### config.mk
export PLATFORM = sky130hd
export DESIGN_NAME = cpu_fetch_sequencer
export DESIGN_NICKNAME = d
export VERILOG_FILES = /design/src/rtl/cpu_fetch_sequencer.sv
export SDC_FILE = /design/constraint.sdc
export NUM_CORES = 1
export LEC_CHECK = 0
export CAP_MARGIN = 10
export CORE_MARGIN = 2
export CORE_UTILIZATION = 51
export CTS_CLUSTER_DIAMETER = 150
export CTS_CLUSTER_SIZE = 30
export DETAILED_ROUTE_END_ITERATION = 16
export HOLD_SLACK_MARGIN = 0.06
export PLACE_DENSITY = 0.9
export SYNTH_ARGS = -nofsm -noshare
export SYNTH_HDL_FRONTEND = slang
export SYNTH_SLANG_ARGS = --single-unit
### constraint.sdc
create_clock -name clk -period 4.23 [get_ports clk]
set_input_delay 0.6345 -clock clk [delete_from_list [all_inputs] [get_ports clk]]
set_output_delay 0.6345 -clock clk [all_outputs]
set_load 0.005 [all_outputs]
### src/rtl/cpu_fetch_sequencer.sv
// 6502 instruction-fetch front end: reset-vector load, opcode/operand fetch, bundle handshake.
// Optional IRQ bundle injection is enabled by defining FETCH_IRQ_INJECT_EN.
module cpu_fetch_sequencer #(
   parameter int unsigned ADDR_W = 16,
   parameter int unsigned DATA_W = 8,
   parameter logic [ADDR_W-1:0] RESET_VECTOR = ADDR_W'(16'hFFFC)
) (
   input  logic              clk,
   input  logic              nrst,
   input  logic              rdy,
   input  logic [DATA_W-1:0] bus_data_in,
   output logic [ADDR_W-1:0] bus_addr,
   output logic              bus_rnw,
   output logic              instr_valid,
   input  logic              instr_ready,
   output logic [DATA_W-1:0] instr_opcode,
   output logic [DATA_W-1:0] instr_op1,
   output logic [DATA_W-1:0] instr_op2,
   output logic [1:0]        instr_len,
   output logic [ADDR_W-1:0] instr_pc,
`ifdef FETCH_IRQ_INJECT_EN
   input  logic              irq_n,
   input  logic              irq_mask,
   output logic              instr_irq,
`endif
   input  logic              redirect_valid,
   input  logic [ADDR_W-1:0] redirect_pc
);

   typedef enum logic [2:0] {
      RST_LO = 3'd0,
      RST_HI = 3'd1,
      OPC    = 3'd2,
      OP1    = 3'd3,
      OP2    = 3'd4,
      HOLD   = 3'd5
   } state_t;

   state_t            state_q, state_d;
   logic [ADDR_W-1:0] pc_q, pc_d;
   logic [ADDR_W-1:0] addr_q, addr_d;
   logic              valid_q, valid_d;
   logic [DATA_W-1:0] opcode_q, opcode_d;
   logic [DATA_W-1:0] op1_q, op1_d;
   logic [DATA_W-1:0] op2_q, op2_d;
   logic [1:0]        len_q, len_d;
   logic [ADDR_W-1:0] ipc_q, ipc_d;
   logic              irq_q, irq_d;
   logic              irq_take_c;
   logic [1:0]        dec_len_c;
   logic [ADDR_W-1:0] pc_inc_c;

   // Instruction length from the aaabbbcc opcode fields
   function automatic logic [1:0] decode_len(input logic [7:0] op);
      logic [2:0] aaa;
      logic [2:0] bbb;
      logic [1:0] cc;
      aaa = op[7:5];
      bbb = op[4:2];
      cc  = op[1:0];
      decode_len = 2'd1;
      case (cc)
         2'b01: begin
            if (bbb == 3'b011 || bbb == 3'b110 || bbb == 3'b111) decode_len = 2'd3;
            else                                                  decode_len = 2'd2;
         end
         2'b10: begin
            if (bbb == 3'b011 || bbb == 3'b111)      decode_len = 2'd3;
            else if (bbb == 3'b010 || bbb == 3'b110) decode_len = 2'd1;
            else                                     decode_len = 2'd2;
         end
         2'b00: begin
            if (bbb == 3'b011 || bbb == 3'b111 || op == 8'h20)           decode_len = 2'd3;
            else if (bbb == 3'b001 || bbb == 3'b100 || bbb == 3'b101)    decode_len = 2'd2;
            else if (bbb == 3'b000 && aaa >= 3'b101)                     decode_len = 2'd2;
            else                                                         decode_len = 2'd1;
         end
         default: decode_len = 2'd1;
      endcase
   endfunction

   assign dec_len_c = decode_len(bus_data_in[7:0]);
   assign pc_inc_c  = pc_q + ADDR_W'(1);

`ifdef FETCH_IRQ_INJECT_EN
   assign irq_take_c = ~irq_n & ~irq_mask;
`else
   assign irq_take_c = 1'b0;
`endif

   // Next-state and next-output logic
   always_comb begin
      state_d  = state_q;
      pc_d     = pc_q;
      addr_d   = addr_q;
      valid_d  = valid_q;
      opcode_d = opcode_q;
      op1_d    = op1_q;
      op2_d    = op2_q;
      len_d    = len_q;
      ipc_d    = ipc_q;
      irq_d    = irq_q;

      case (state_q)
         RST_LO: begin
            if (rdy) begin
               pc_d    = ADDR_W'(bus_data_in);
               addr_d  = RESET_VECTOR + ADDR_W'(1);
               state_d = RST_HI;
            end
         end
         RST_HI: begin
            if (rdy) begin
               pc_d    = ADDR_W'({bus_data_in, pc_q[DATA_W-1:0]});
               addr_d  = ADDR_W'({bus_data_in, pc_q[DATA_W-1:0]});
               state_d = OPC;
            end
         end
         OPC: begin
            if (rdy) begin
               op1_d = '0;
               op2_d = '0;
               ipc_d = pc_q;
               if (irq_take_c) begin
                  // Injected BRK-style bundle: no bus read, PC stays put
                  opcode_d = '0;
                  len_d    = 2'd1;
                  irq_d    = 1'b1;
                  valid_d  = 1'b1;
                  state_d  = HOLD;
               end else begin
                  opcode_d = bus_data_in;
                  len_d    = dec_len_c;
                  irq_d    = 1'b0;
                  pc_d     = pc_inc_c;
                  addr_d   = pc_inc_c;
                  if (dec_len_c == 2'd1) begin
                     valid_d = 1'b1;
                     state_d = HOLD;
                  end else begin
                     state_d = OP1;
                  end
               end
            end
         end
         OP1: begin
            if (rdy) begin
               op1_d  = bus_data_in;
               pc_d   = pc_inc_c;
               addr_d = pc_inc_c;
               if (len_q == 2'd2) begin
                  valid_d = 1'b1;
                  state_d = HOLD;
               end else begin
                  state_d = OP2;
               end
            end
         end
         OP2: begin
            if (rdy) begin
               op2_d   = bus_data_in;
               pc_d    = pc_inc_c;
               addr_d  = pc_inc_c;
               valid_d = 1'b1;
               state_d = HOLD;
            end
         end
         HOLD: begin
            if (instr_ready) begin
               valid_d = 1'b0;
               state_d = OPC;
            end
         end
         default: state_d = RST_LO;
      endcase

      // Redirect overrides handshake and stall once out of the reset-vector load
      if (redirect_valid && state_q != RST_LO && state_q != RST_HI) begin
         pc_d    = redirect_pc;
         addr_d  = redirect_pc;
         valid_d = 1'b0;
         state_d = OPC;
      end
   end

   // State and output registers
   always_ff @(posedge clk or negedge nrst) begin
      if (!nrst) begin
         state_q  <= RST_LO;
         pc_q     <= '0;
         addr_q   <= RESET_VECTOR;
         valid_q  <= 1'b0;
         opcode_q <= '0;
         op1_q    <= '0;
         op2_q    <= '0;
         len_q    <= '0;
         ipc_q    <= '0;
         irq_q    <= 1'b0;
      end else begin
         state_q  <= state_d;
         pc_q     <= pc_d;
         addr_q   <= addr_d;
         valid_q  <= valid_d;
         opcode_q <= opcode_d;
         op1_q    <= op1_d;
         op2_q    <= op2_d;
         len_q    <= len_d;
         ipc_q    <= ipc_d;
         irq_q    <= irq_d;
      end
   end

   assign bus_addr     = addr_q;
   assign bus_rnw      = 1'b1;
   assign instr_valid  = valid_q;
   assign instr_opcode = opcode_q;
   assign instr_op1    = op1_q;
   assign instr_op2    = op2_q;
   assign instr_len    = len_q;
   assign instr_pc     = ipc_q;
`ifdef FETCH_IRQ_INJECT_EN
   assign instr_irq    = irq_q;
`else
   logic unused_irq;
   assign unused_irq = irq_q;
`endif

endmodule

==> summary.md <==
| Metric | Value |
|---|---|
| Post-Route WL | 11,100 um |
| Initial antenna violation count | 0 |
| Final Hold Vio Count | 0 |
| # setup viols final | 0 |
| Tmin final | 2.78 ns |
| RSZ-0062 raised after global routing | no |
| Mapped Area | 0.00406 mm2 |
| Pins Over Slew Limit | 0 |
| Total power | 4.00 mW |
| Drt pass-1 iters | 5 |
| Drt wl/cell | 17.3 um |
| Most frequent cells in the layout | 124 x nand2_1, 86 x clkdlybuf4s50_1, 64 x dfrtp_1 |
| Post-synthesis area per instance | 8.56 um2 |
| IO Count | 89 |
| Placed Cells | 628 |
| Drt initial violations | 367 |
| Total Routing Usage GR | 0.271 |
| CP required | 4.50 ns |
| Finished Cell Area | 0.00516 mm2 |
| Top_reg_cell synth | dfrtp_1 |
| Max H-tree Level | 3 |
| P&R area growth vs syn | 27.2% |
| Fin Hold WS | 0.418 ns |
| CP Class | in2reg |
| Slowest CP cell | clkdlybuf4s50_1 |
| Row Count | 32 |
| Clk buf depth | 2 |
| CTS tree | yes |
| CP top delay family | compound AO/OA/AOI/OAI gates |
| Dpl hpwl | 7570 um |
| Crit. End Element | flop |
| Core Region | 0.00773 mm2 |
| Post-synth ARST share | 1.00 |
| Final Core Density | 0.668 |
| CP Buf/Inv Count | 1 |
| Min-delay worst type | in2async |
| Height of the die | 93.2 um |
| Post-DRT Antenna Nets | 0 |
| Leak Pwr | 2.15 nW |
| Setup repair bufs after CTS | 0 |
| Dpl cell area | 0.00491 mm2 |
| Max transition margin | 0.332 |
| Crit-path max cell delay | 0.86 ns |
| Nets | 567 |
| Largest net degree at the start of global routing | 79 |
| CTS Sinks | 78 |
| Resize count post-CTS | 0 |
| Setup TNS | 0 ns |
| Post-synthesis sequential area ratio | 0.486 |
| Synth Warn # | 0 |
| Critical-path cell list | clkdlybuf4s50_1, o21a_1, a21oi_1, nor2_1, o2bb2ai_1, a31oi_1 |
| Clock Latency Late Sink | 0.37 ns |
| Grt ovf | 0 |
| Max Clock Skew | 0.00664 ns |
| PortBufs | 87 |
| Worst-path clk slew | 0.08 ns |
| GP Congestion | 0.927 |
| F_max | 360 MHz |
| Vias in the first global route | 3,550 |
| Pre-CTS setup slack | 1.12 ns |
| Max Cap Viol | 0 |
| Drt via density | 5.88 |
| Synthesized instance count | 474 |
| Status | finished clean |
| Synth Register Bits | 78 |
| Fillers | 614 |
| Initial Utilization | 0.525 |
| Die width | 93.2 um |
| CTS Root Cell | clkbuf_8 |
| DIE AREA | 0.00868 mm2 |
| Post-CTS Hold Fix Bufs | 0 |
| VDD IR-drop max | 0.373 mV |
| CP arrival | 3.05 ns |
| Syn Nets | 504 |
| CTS Buf Count | 9 |
| Max Fanout on Critical Path | 17 |
| Diode count | 0 |
| Layout cells sized above 1 | 0.0904 |
| Post-Layout Cell Count | 644 |
| Final setup margin | 1.45 ns |
| Startpoint types | input pin |
| Drt drc | 0 |
| First-pass GRT wire length | 18,200 um |
| DR vias | 3,788 |
| Commonest non-fill, non-tap cell in the layout | nand2_1 |
| PD cells | 775 mW/mm2 |
| Cell variety after synth | 59 |
| Post-synth EDFFs | 0 |
| Fin crit share | 0.656 |
| Worst Tran Pin Value | 0.999 ns |
## report_power, final
group	internal (mW)	switching, mW
clock	0.407	0.282
combinational	0.924	0.864
sequential	1.15	0.376
## area by class of cell
class,instances,area [um2],area share
Tap cell,102,128,0.0247
Timing Repair Buffer,92,906,0.176
Multi-Input combinational cell,348,1880,0.364
Clock inverter,6,109,0.0211
Clock buffer,10,138,0.0267
Sequential cell,78,1970,0.382
Inverter,8,30.0,0.00582
## cells in the mapped netlist, types with 2 or more instances
master / n / area [um2]
a21oi_1: 24 / 120
a221oi_1: 2 / 17.5
a22o_1: 2 / 17.5
a22oi_1: 5 / 37.5
a31oi_1: 17 / 106
and3_1: 3 / 18.8
and4_1: 3 / 26.3
buf_1: 2 / 7.51
buf_2: 6 / 30.0
buf_4: 2 / 15.0
clkbuf_1: 27 / 101
clkbuf_2: 2 / 10.0
dfrtp_1: 64 / 1600
dfstp_2: 14 / 368
inv_1: 8 / 30.0
mux2_2: 3 / 33.8
mux2i_1: 3 / 30.0
nand2_1: 124 / 465
nand2b_1: 5 / 31.3
nand3_1: 8 / 40.0
nand4_1: 7 / 43.8
nor2_1: 27 / 101
nor2b_1: 2 / 12.5
nor3_1: 5 / 25.0
nor4_1: 3 / 18.8
o2111ai_1: 3 / 26.3
o211ai_1: 5 / 37.5
o21a_1: 3 / 22.5
o21ai_0: 43 / 215
o22a_1: 5 / 43.8
o22ai_1: 5 / 31.3
o2bb2ai_1: 3 / 26.3
or2_2: 4 / 25.0
xnor2_1: 9 / 78.8
xor2_1: 2 / 17.5
## registers in the layout, indices dropped and copies added, names as in the netlist
| register | cells |
|---|---|
| bus_addr | 16 |
| instr_len | 2 |
| instr_op1 | 8 |
| instr_op2 | 8 |
| instr_opcode | 8 |
| instr_pc | 16 |
| instr_valid | 1 |
| pc_q | 16 |
| state_q | 3 |
## logic make-up after synthesis
group / count (synthesis) / synth area share
flip-flops: 78 / 0.486
adder cells (fa/ha/maj): 1 / 0.00308
AND/OR/NAND/NOR: 201 / 0.222
XOR/XNOR: 11 / 0.0238
other: 1 / 0.000925
buffers and inverters: 48 / 0.0506
multiplexers: 6 / 0.0157
AO/OA/AOI/OAI: 128 / 0.199
## per-layer routing
metal  GRT usage  routed length [um]  vias up
met1       0.378                4690     1804
met3      0.0596                 897       26
met2       0.416                5260      190
met4       0.104                 280        0
li1            -                   -     1768
met5           0                   0        -
## final timing paths
check                                             from                     endpoint  slack (ns)  depth (start not counted)
max in group asynchronous                         nrst      bus_addr[0]$_DFFE_PN0P_        3.19                          1
max                                     redirect_valid     bus_addr[11]$_DFFE_PN1P_        1.45                          6
max reg2reg                     state_q[0]$_DFFE_PN0P_         pc_q[15]$_DFFE_PN0P_        1.55                          5
min reg2reg                instr_opcode[1]$_DFFE_PN0P_  instr_opcode[1]$_DFFE_PN0P_        0.48                          2
min                                               nrst  instr_opcode[4]$_DFFE_PN0P_        0.42                          1
min in group clk           instr_opcode[1]$_DFFE_PN0P_  instr_opcode[1]$_DFFE_PN0P_        0.48                          2
No activity file was read; power rests on OpenSTA's default activity.
